**config.mk**
```make
export PLATFORM = sky130hd
export DESIGN_NAME = alu_mul_seq_flat
export DESIGN_NICKNAME = d
export VERILOG_FILES = /design/src/rtl/alu_mul_seq_pkg.sv /design/src/rtl/alu_mul_seq_if.sv /design/src/rtl/alu_mul_seq.sv /design/src/flat_wrapper.sv
export SDC_FILE = /design/constraint.sdc
export NUM_CORES = 1
export LEC_CHECK = 0
export CAP_MARGIN = 20
export CORE_ASPECT_RATIO = 1.5
export CORE_MARGIN = 8
export CORE_UTILIZATION = 40
export CTS_CLUSTER_SIZE = 24
export DETAILED_ROUTE_END_ITERATION = 7
export GPL_ROUTABILITY_DRIVEN = 0
export PLACE_DENSITY = 0.7
export SLEW_MARGIN = 40
export SYNTH_ARGS = -nofsm -noshare
export SYNTH_HDL_FRONTEND = slang
export SYNTH_SLANG_ARGS = --single-unit
```
**constraint.sdc**
```tcl
create_clock -name clk -period 2.2 [get_ports clk]
set_input_delay 0.44 -clock clk [delete_from_list [all_inputs] [get_ports clk]]
set_output_delay 0.44 -clock clk [all_outputs]
set_load 0.02 [all_outputs]
```
**src/rtl/alu_mul_seq_pkg.sv**
```systemverilog
// Shared definitions for the sequential multiplier and the ALU decoder.
package alu_mul_seq_pkg;

    // Operand width is tied to the shared ALU; only 8 is supported.
    localparam int unsigned WIDTH = 8;
    // Iteration counter width, $clog2(WIDTH).
    localparam int unsigned CNT_W = 3;
    // Product width.
    localparam int unsigned PROD_W = 2 * WIDTH;

    // ALU function codes, common to the ALU decoder and its requesters.
    localparam logic [3:0] FUN_ADD   = 4'b0000;
    localparam logic [3:0] FUN_SUB   = 4'b0001;
    localparam logic [3:0] FUN_AND   = 4'b0010;
    localparam logic [3:0] FUN_OR    = 4'b0011;
    localparam logic [3:0] FUN_UNARY = 4'b0100;
    localparam logic [3:0] FUN_CARRY = 4'b0101;

    // Sequencer states.
    typedef enum logic [1:0] {
        StIdle = 2'b00,
        StRun  = 2'b01,
        StDone = 2'b10
    } state_e;

    // Unsigned carry-out of an add, rebuilt from the operand MSBs and the sum MSB.
    // The ALU's own cout is sign-extended and cannot be used for this.
    function automatic logic add_carry(input logic a7, input logic b7, input logic sum7);
        return (a7 & b7) | ((a7 | b7) & ~sum7);
    endfunction

endpackage

```
**src/rtl/alu_mul_seq_if.sv**
```systemverilog
// Shared-ALU borrow port: request/grant plus operand, function and result buses.
interface alu_mul_seq_if;
    import alu_mul_seq_pkg::*;

    logic             alu_req;
    logic             alu_gnt;
    logic [3:0]       alu_fun_o;
    logic [WIDTH-1:0] alu_a_o;
    logic [WIDTH-1:0] alu_b_o;
    logic [WIDTH-1:0] alu_out_i;

    // Requester side (the multiplier).
    modport master (
        output alu_req,
        output alu_fun_o,
        output alu_a_o,
        output alu_b_o,
        input  alu_gnt,
        input  alu_out_i
    );

    // Execute-stage side: arbitrates and returns the ALU result.
    modport slave (
        input  alu_req,
        input  alu_fun_o,
        input  alu_a_o,
        input  alu_b_o,
        output alu_gnt,
        output alu_out_i
    );

endinterface

```
**src/rtl/alu_mul_seq.sv**
```systemverilog
// Unsigned 8x8->16 shift-and-add multiplier that borrows the shared ALU for every add.
module alu_mul_seq
    import alu_mul_seq_pkg::*;
(
    input  logic                clk,
    input  logic                reset,
    input  logic                start,
    input  logic [WIDTH-1:0]    op_a,
    input  logic [WIDTH-1:0]    op_b,
    alu_mul_seq_if.master       alu_bus,
    output logic                busy,
    output logic                stall_o,
    output logic                done,
    output logic [PROD_W-1:0]   product,
    output logic                prod_zero
);

    localparam logic [CNT_W-1:0] LastIter = CNT_W'(WIDTH - 1);

    state_e             state_q, state_d;
    logic [CNT_W-1:0]   cnt_q, cnt_d;
    logic [WIDTH-1:0]   mcand_q, mcand_d;
    logic [WIDTH-1:0]   acc_hi_q, acc_hi_d;
    logic [WIDTH-1:0]   acc_lo_q, acc_lo_d;
    logic [PROD_W-1:0]  product_q, product_d;
    logic               prod_zero_q, prod_zero_d;

    // An add is pending whenever the current multiplier bit is 1.
    logic add_bit;
    // The current iteration completes this cycle.
    logic advance;
    logic add_cout;

    assign add_bit  = acc_lo_q[0];
    assign advance  = (state_q == StRun) && (!add_bit || alu_bus.alu_gnt);
    assign add_cout = add_carry(acc_hi_q[WIDTH-1], mcand_q[WIDTH-1], alu_bus.alu_out_i[WIDTH-1]);

    // State register, synchronous active-low reset.
    always_ff @(posedge clk) begin
        if (!reset) begin
            state_q <= StIdle;
        end else begin
            state_q <= state_d;
        end
    end

    // Next-state logic.
    always_comb begin
        state_d = state_q;
        unique case (state_q)
            StIdle: begin
                if (start) begin
                    state_d = StRun;
                end
            end
            StRun: begin
                if (advance && (cnt_q == LastIter)) begin
                    state_d = StDone;
                end
            end
            StDone: begin
                state_d = StIdle;
            end
            default: begin
                state_d = StIdle;
            end
        endcase
    end

    // Datapath registers; reset aborts any multiply in flight.
    always_ff @(posedge clk) begin
        if (!reset) begin
            cnt_q       <= '0;
            mcand_q     <= '0;
            acc_hi_q    <= '0;
            acc_lo_q    <= '0;
            product_q   <= '0;
            prod_zero_q <= 1'b0;
        end else begin
            cnt_q       <= cnt_d;
            mcand_q     <= mcand_d;
            acc_hi_q    <= acc_hi_d;
            acc_lo_q    <= acc_lo_d;
            product_q   <= product_d;
            prod_zero_q <= prod_zero_d;
        end
    end

    // Datapath next-state: operand capture, shift/add iterations, product capture.
    always_comb begin
        cnt_d       = cnt_q;
        mcand_d     = mcand_q;
        acc_hi_d    = acc_hi_q;
        acc_lo_d    = acc_lo_q;
        product_d   = product_q;
        prod_zero_d = prod_zero_q;

        if ((state_q == StIdle) && start) begin
            mcand_d  = op_a;
            acc_hi_d = '0;
            acc_lo_d = op_b;
            cnt_d    = '0;
        end

        if (advance) begin
            if (add_bit) begin
                {acc_hi_d, acc_lo_d} = {add_cout, alu_bus.alu_out_i, acc_lo_q[WIDTH-1:1]};
            end else begin
                {acc_hi_d, acc_lo_d} = {1'b0, acc_hi_q, acc_lo_q[WIDTH-1:1]};
            end
            cnt_d = cnt_q + CNT_W'(1);
        end

        // Product is registered on the way into DONE so it is valid alongside done.
        if ((state_q == StRun) && (state_d == StDone)) begin
            product_d   = {acc_hi_d, acc_lo_d};
            prod_zero_d = ({acc_hi_d, acc_lo_d} == '0);
        end
    end

    // Outputs; the ALU bus depends only on state and registers, never on alu_gnt.
    always_comb begin
        alu_bus.alu_req   = 1'b0;
        alu_bus.alu_fun_o = 4'b0000;
        alu_bus.alu_a_o   = '0;
        alu_bus.alu_b_o   = '0;
        busy              = 1'b0;
        done              = 1'b0;

        unique case (state_q)
            StRun: begin
                busy = 1'b1;
                if (add_bit) begin
                    alu_bus.alu_req   = 1'b1;
                    alu_bus.alu_fun_o = FUN_ADD;
                    alu_bus.alu_a_o   = acc_hi_q;
                    alu_bus.alu_b_o   = mcand_q;
                end
            end
            StDone: begin
                done = 1'b1;
            end
            default: begin
            end
        endcase
    end

    assign stall_o   = busy;
    assign product   = product_q;
    assign prod_zero = prod_zero_q;

endmodule

```
**src/flat_wrapper.sv**
```systemverilog
// flat-port wrapper written by rule: the top's interface ports become plain ports
module alu_mul_seq_flat import alu_mul_seq_pkg::*;
  (clk, reset, start, op_a, op_b, busy, stall_o, done, product, prod_zero, alu_bus_alu_req, alu_bus_alu_fun_o, alu_bus_alu_a_o, alu_bus_alu_b_o, alu_bus_alu_gnt, alu_bus_alu_out_i);
  alu_mul_seq_if alu_bus_i ();
  input  logic clk;
  input  logic reset;
  input  logic start;
  input  logic [WIDTH-1:0] op_a;
  input  logic [WIDTH-1:0] op_b;
  output logic busy;
  output logic stall_o;
  output logic done;
  output logic [PROD_W-1:0] product;
  output logic prod_zero;
  output wire logic [$bits(alu_bus_i.alu_req)-1:0] alu_bus_alu_req;
  output wire logic [$bits(alu_bus_i.alu_fun_o)-1:0] alu_bus_alu_fun_o;
  output wire logic [$bits(alu_bus_i.alu_a_o)-1:0] alu_bus_alu_a_o;
  output wire logic [$bits(alu_bus_i.alu_b_o)-1:0] alu_bus_alu_b_o;
  input wire logic [$bits(alu_bus_i.alu_gnt)-1:0] alu_bus_alu_gnt;
  input wire logic [$bits(alu_bus_i.alu_out_i)-1:0] alu_bus_alu_out_i;
  assign alu_bus_alu_req = alu_bus_i.alu_req;
  assign alu_bus_alu_fun_o = alu_bus_i.alu_fun_o;
  assign alu_bus_alu_a_o = alu_bus_i.alu_a_o;
  assign alu_bus_alu_b_o = alu_bus_i.alu_b_o;
  assign alu_bus_i.alu_gnt = alu_bus_alu_gnt;
  assign alu_bus_i.alu_out_i = alu_bus_alu_out_i;
  alu_mul_seq u_core (.clk(clk), .reset(reset), .start(start), .op_a(op_a), .op_b(op_b), .alu_bus(alu_bus_i), .busy(busy), .stall_o(stall_o), .done(done), .product(product), .prod_zero(prod_zero));
endmodule
```
==> flow_summary.yaml, run 1 <==
yosys:
  synth_ff_type: "dfxtp_1"
  yosysUniqueCellTypes: 41
  synth_cells: 260
  yosys_warnings: 0
  ys_seq_area_share_pct: 41.7
  synth_area_sq_um: 2210
  avgSynthCellArea_sq_um: 8.49
  synth-edff-count: 0
  async_flop_share_pct: 0
  synth_seq_cells: 46
power:
  p_leak_uw: 0.00137
  p_total_uw: 1820
  peakVddDrop_mv: 0.361
  power_density_nw_per_um2: 584
clock_network:
  clock-sinks: 46
  clk_pin_slew_ns: 0.09
  post-cts-setup-buffers: 0
  insertion_delay_ns: 0.30
  h-tree-depth: 2
  cts-root-buf: "clkbuf_8"
  holdBufCountCts: 0
  numCtsBuffers: 5
  cts_tree: "done"
  cts_max_path_buffers: 2
worst_setup_path:
  worstPathMaxFanout: 20
  cp.required_ns: 1.76
  ff2ff_path_depth: 7
  reg2reg_to: "u_core.prod_zero"
  rr_startpoint: "u_core.state_q[0]"
  endpoint: "alu_bus_alu_a_o[3]"
  crit_arrival_ns: 1.64
  start_kind: "flip-flop"
  crit_start: "u_core.state_q[1]"
  r2r_slack_ns: 0.41
  path_class: "flip-flop to primary output"
  crit_path_end_kind: "primary output"
layout:
  stdcell_count: 407
  final_common_cell: "nand2_1"
  area_growth_pct: 41.4
  antenna_cells: 0
  multi_input_area_sq_um: 1180
  fin_util_pct: 57.7
  seq_area_sq_um: 921
  fillCellCount: 517
  drive_gt1_share_pct: 12.2
  fin_nets: 366
  final_cell_mix: "nand2_1, dfxtp_1, clkdlybuf4s50_1"
placed_design:
  portBuffers: 64
  dpl.hpwl_microns: 4610
  dp.cells: 399
floorplan:
  die-area_sq_um: 8200
  dieHeight_microns: 107
  rows: 33
  pin_count: 69
  die_x_microns: 76.7
  core_region_area_sq_um: 5410
  start_util_pct: 40.8
drt:
  num_vias: 2063
  drt_iter0_markers: 146
  drt_wl_total_microns: 6230
  ant_nets: 0
  wl_per_cell_microns: 15.3
  drc: 0
  dr.pass1.iters: 6
  vias_per_cell: 5.07
grt:
  grt_busiest_layer: "met2"
  grt_max_degree: 36
  grt_pass1_wl_microns: 10000
  use_met2_pct: 27.0
  met3_usage_pct: 4.61
  grt_use_met1_pct: 15.7
  grt_pass1_vias: 2105
  grt.overflow.total: 0
  antenna_found_initial: 0
  grt_usage_pct: 14.9
timing:
  finalCriticalPeriod_ns: 2.08
  setup_viol_count_final: 0
  final_hold_viol_count: 0
  clock_skew_ns: 0.00845
  finalCritPeriodShare_pct: 94.5
  slew_violations: 0
  max_freq_mhz: 481
  rsz0062_at_grt: "false"
hold_path:
  worstHoldPathType: "flip-flop to flip-flop"
flow_run:
  drv_cap: 0
outcome:
  status: "finished clean"
[state kept, by name (all words and copies together), names as in the netlist]
signal,cells
u_core.cnt_q,3
u_core.mcand_q,8
u_core.acc_lo_q,8
u_core.acc_hi_q,8
u_core.state_q,2
u_core.prod_zero,1
u_core.product,16
[how the worst min path moves through the flow]
stage                            startpoint                 to  slack (ns)  cells past startpoint
final                     u_core.mcand_q[0]  u_core.mcand_q[0]        0.47                      2
after global routing      u_core.mcand_q[0]  u_core.mcand_q[0]        0.49                      2
after CTS                 u_core.mcand_q[0]  u_core.mcand_q[0]        0.47                      2
after detailed placement  u_core.mcand_q[0]  u_core.mcand_q[0]        0.45                      2
after global placement    u_core.mcand_q[5]  u_core.mcand_q[5]        0.44                      2
after floorplan           u_core.mcand_q[0]  u_core.mcand_q[0]        0.44                      2
[timing repair]
item | CTS | global route
endpoints found under the setup margin | 17 | 2
pin swaps | 0 | 0
hold endpoints to repair | 0 | 0
gates resized for setup | 17 | 2
[synth_stat cells, types with 2 or more instances]
cell      instances  area, sq um
a21boi_0         16          120
a21oi_1           3         15.0
a22oi_1           9         67.6
a31oi_1           4         25.0
and2_1            8         50.1
and3_1           16          100
buf_2             5         25.0
buf_4             6         45.0
clkbuf_1         10         37.5
dfxtp_1          46          921
ha_1              2         25.0
inv_1             2         7.51
mux2_2            6         67.6
mux2i_1           5         50.1
nand2_1          48          180
nand2b_1          2         12.5
nand3_1           2         10.0
nor2_1           19         71.3
nor2b_1          12         75.1
nor3_1            6         30.0
nor3b_1           7         52.6
nor4_1            2         12.5
o211a_1           4         40.0
o21ai_0           3         15.0
[through the flow]
step                      TNS (ns)  instance area (sq um)  setup WS, ns  hold slack [ns]
after detailed placement   -0.0247                   3030       -0.0247            0.455
final                            0                   3120         0.121            0.465
after global routing             0                   3120        0.0363            0.486
after global placement           0                   3030        0.0342            0.444
after CTS                        0                   3120       0.00147            0.467
after floorplan                  0                   2220         0.330            0.439
[layer usage]
| metal | vias up | share of wire [%] |
|---|---|---|
| li1 | 1038 | - |
| met1 | 959 | 42 |
| met2 | 59 | 51 |
| met3 | 7 | 5.4 |
| met4 | 0 | 1.4 |
| met5 | - | 0 |
[where the power goes]
part	total (uW)	switching, uW	internal (uW)
clock network	634	295	339
registers	882	21.5	861
logic	308	152	156
[critical path, cell delays in order, from the launching register on]
cell and delay [ns]:
dfxtp_1 0.31, nand2b_2 0.24, inv_1 0.12, buf_12 0.14
and3_1 0.15, dlygate4sd2_1 0.35
[cell type report]
type / instances / area share [%]
inverter: 2 / 0.240
sequential: 46 / 29.5
timing repair buffer: 88 / 26.2
clock inverter: 2 / 1.20
multi-input combinational: 193 / 37.8
clock buffer: 6 / 2.32
tap: 70 / 2.81
[logic make-up after synthesis]
family | count (synthesis) | share of synthesized area [%]
adder cells (fa/ha/maj) | 3 | 1.59
AO/OA/AOI/OAI | 45 | 15.0
flip-flops | 46 | 41.7
multiplexers | 11 | 5.33
buffers and inverters | 24 | 5.39
other | 1 | 0.170
AND/OR/NAND/NOR | 130 | 30.8
Power figures use the tool's default switching activity.
==> inputs of run 2 (changes only) <==
Settings changed: CORE_UTILIZATION 40 to 30, PLACE_DENSITY 0.7 to 0.56.
==> run 2 against run 1 <==
- global-route usage is 2.0 points lower
- core utilization is 13 points lower
- non-clock buffer count is 2 lower
- critical path type unchanged
- total power is 8.0% higher
- combinational power is 2% higher
- setup slack worse by 0.026 ns
- sequential share of layout area is 0.56 points lower
- first-iteration DRC count is 58% lower
- clock skew is 0.0014 ns lower
- hold slack worse by 0.0034 ns
- cell area is 1.9% higher
- largest cell class unchanged
- critical path depth stayed put
==> flow_summary.yaml, run 2 (synthesis gave the netlist of run 1 again) <==
outcome:
  status: "finished clean"
placed_design:
  dp.cells: 427
  portBuffers: 64
  dpl.hpwl_microns: 4860
timing:
  max_freq_mhz: 475
  finalCriticalPeriod_ns: 2.10
  finalCritPeriodShare_pct: 95.7
  hold_slack_ns: 0.462
  slew_violations: 0
  final_hold_viol_count: 0
  clock_skew_ns: 0.00701
  tns_ns: 0
  rsz0062_at_grt: "false"
  setup_viol_count_final: 0
drt:
  wl_per_cell_microns: 15.3
  dr.pass1.iters: 4
  ant_nets: 0
  drc: 0
  route.layer.met1.wl_microns: 2780
  num_vias: 2068
  vias_per_cell: 4.75
  top_layer_used: "met4"
  drt_wl_total_microns: 6680
  drt_iter0_markers: 61
  wl_met2_microns: 3400
  met3WireLength_microns: 386
floorplan:
  die_x_microns: 86.0
  pin_count: 69
  start_util_pct: 30.7
  core_region_area_sq_um: 7180
  dieHeight_microns: 121
  rows: 38
  die-area_sq_um: 10400
clock_network:
  cts-root-buf: "clkbuf_8"
  h-tree-depth: 2
  numCtsBuffers: 5
  clk_pin_slew_ns: 0.08
  clock-sinks: 46
  insertion_delay_ns: 0.30
  cts_max_path_buffers: 2
  cts_tree: "done"
  post-cts-setup-buffers: 0
hold_path:
  worstHoldPathType: "flip-flop to flip-flop"
  hold_depth: 2
  whs_endpoint: "u_core.mcand_q[1]"
  hold_start: "u_core.mcand_q[1]"
worst_setup_path:
  cp.required_ns: 1.76
  reg2reg_to: "u_core.prod_zero"
  path_class: "flip-flop to primary output"
  worstPathMaxFanout: 20
  rr_startpoint: "u_core.acc_lo_q[0]"
  start_kind: "flip-flop"
  ff2ff_path_depth: 8
  crit_path_end_kind: "primary output"
  crit_arrival_ns: 1.66
  r2r_slack_ns: 0.37
grt:
  grt_usage_pct: 12.9
  grt_max_degree: 46
  grt_pass1_vias: 2083
  grt.overflow.total: 0
  antenna_found_initial: 0
  grt_pass1_wl_microns: 10600
layout:
  drive_gt1_share_pct: 11.9
  antenna_cells: 0
  final_cell_mix: "nand2_1, dfxtp_1, clkdlybuf4s50_1"
  area_growth_pct: 44.2
  stdcell_count: 435
  final_common_cell: "nand2_1"
  fin_util_pct: 44.3
  fillCellCount: 739
  fin_nets: 364
  largest_reg_flops: 16
power:
  p_leak_uw: 0.00137
  peakVddDrop_mv: 0.335
  power_density_nw_per_um2: 619
flow_run:
  drv_cap: 0
[run 2: changes by cell type in the layout (fill, tap and decap cells not counted)]
cell	previous run	this run
buf_12	1	2
buf_4	23	20
bufinv_16	1	2
clkbuf_1	1	0
clkbuf_8	5	6
clkinvlp_4	1	0
dlygate4sd2_1	17	19
dlymetal6s2s_1	2	0
[run 2: worst max-delay path, stage by stage, from the launching register on]
cell and delay [ns]:
dfxtp_1 0.32, nand2b_2 0.24, inv_1 0.13, buf_12 0.15, and2_1 0.17, dlygate4sd2_1 0.36
[run 2: timing repair]
item,4_1_cts,5_1_grt
hold buffers,0,0
setup endpoints to repair,19,0
endpoints found under the hold margin,0,0
resized for setup,19,0
[run 2: worst max-delay path by stage]
stage	slack (ns)	end	from
floorplan	0.33	alu_bus_alu_a_o[5]	u_core.state_q[1]
global placement	-0.004	u_core.prod_zero	start
detailed placement	-0.04	u_core.prod_zero	start
CTS	0.08	alu_bus_alu_req	u_core.state_q[1]
global route	0.03	alu_bus_alu_req	u_core.state_q[1]
finish	0.1	alu_bus_alu_req	u_core.state_q[1]
[run 2: cell type report]
type / count / area (sq um) / share of cell area [%]
repair buffers: 86 / 807 / 25.4
flip-flops and latches: 46 / 921 / 28.9
clock buffers: 6 / 82.6 / 2.60
clock inverters: 2 / 60.1 / 1.89
multi-input cells: 193 / 1180 / 37.0
well taps: 100 / 125 / 3.93
inverters: 2 / 7.51 / 0.236
[run 2: routing by layer]
| metal | vias to the layer above | GRT usage, % |
|---|---|---|
| met5 | - | 0 |
| met3 | 7 | 3.05 |
| met2 | 62 | 23.2 |
| met1 | 964 | 13.9 |
| met4 | 0 | 5.18 |
| li1 | 1035 | - |
[run 2: metrics by stage]
stage / area (sq um) / power, uW / setup slack [ns]
after CTS: 3180 / 2000 / 0.0756
after global routing: 3180 / 2050 / 0.0264
after global placement: 3060 / 1220 / -0.00427
after floorplan: 2220 / 1070 / 0.330
after detailed placement: 3060 / 1220 / -0.0431
final: 3180 / 1970 / 0.0953
[run 2: report_power, final]
| group | internal (uW) | switching [uW] | leakage (uW) |
|---|---|---|---|
| sequential | 861 | 21.2 | 0.000374 |
| combinational | 160 | 153 | 0.000924 |
| clock | 484 | 292 | 0.0000714 |
| total | 1510 | 466 | 0.00137 |
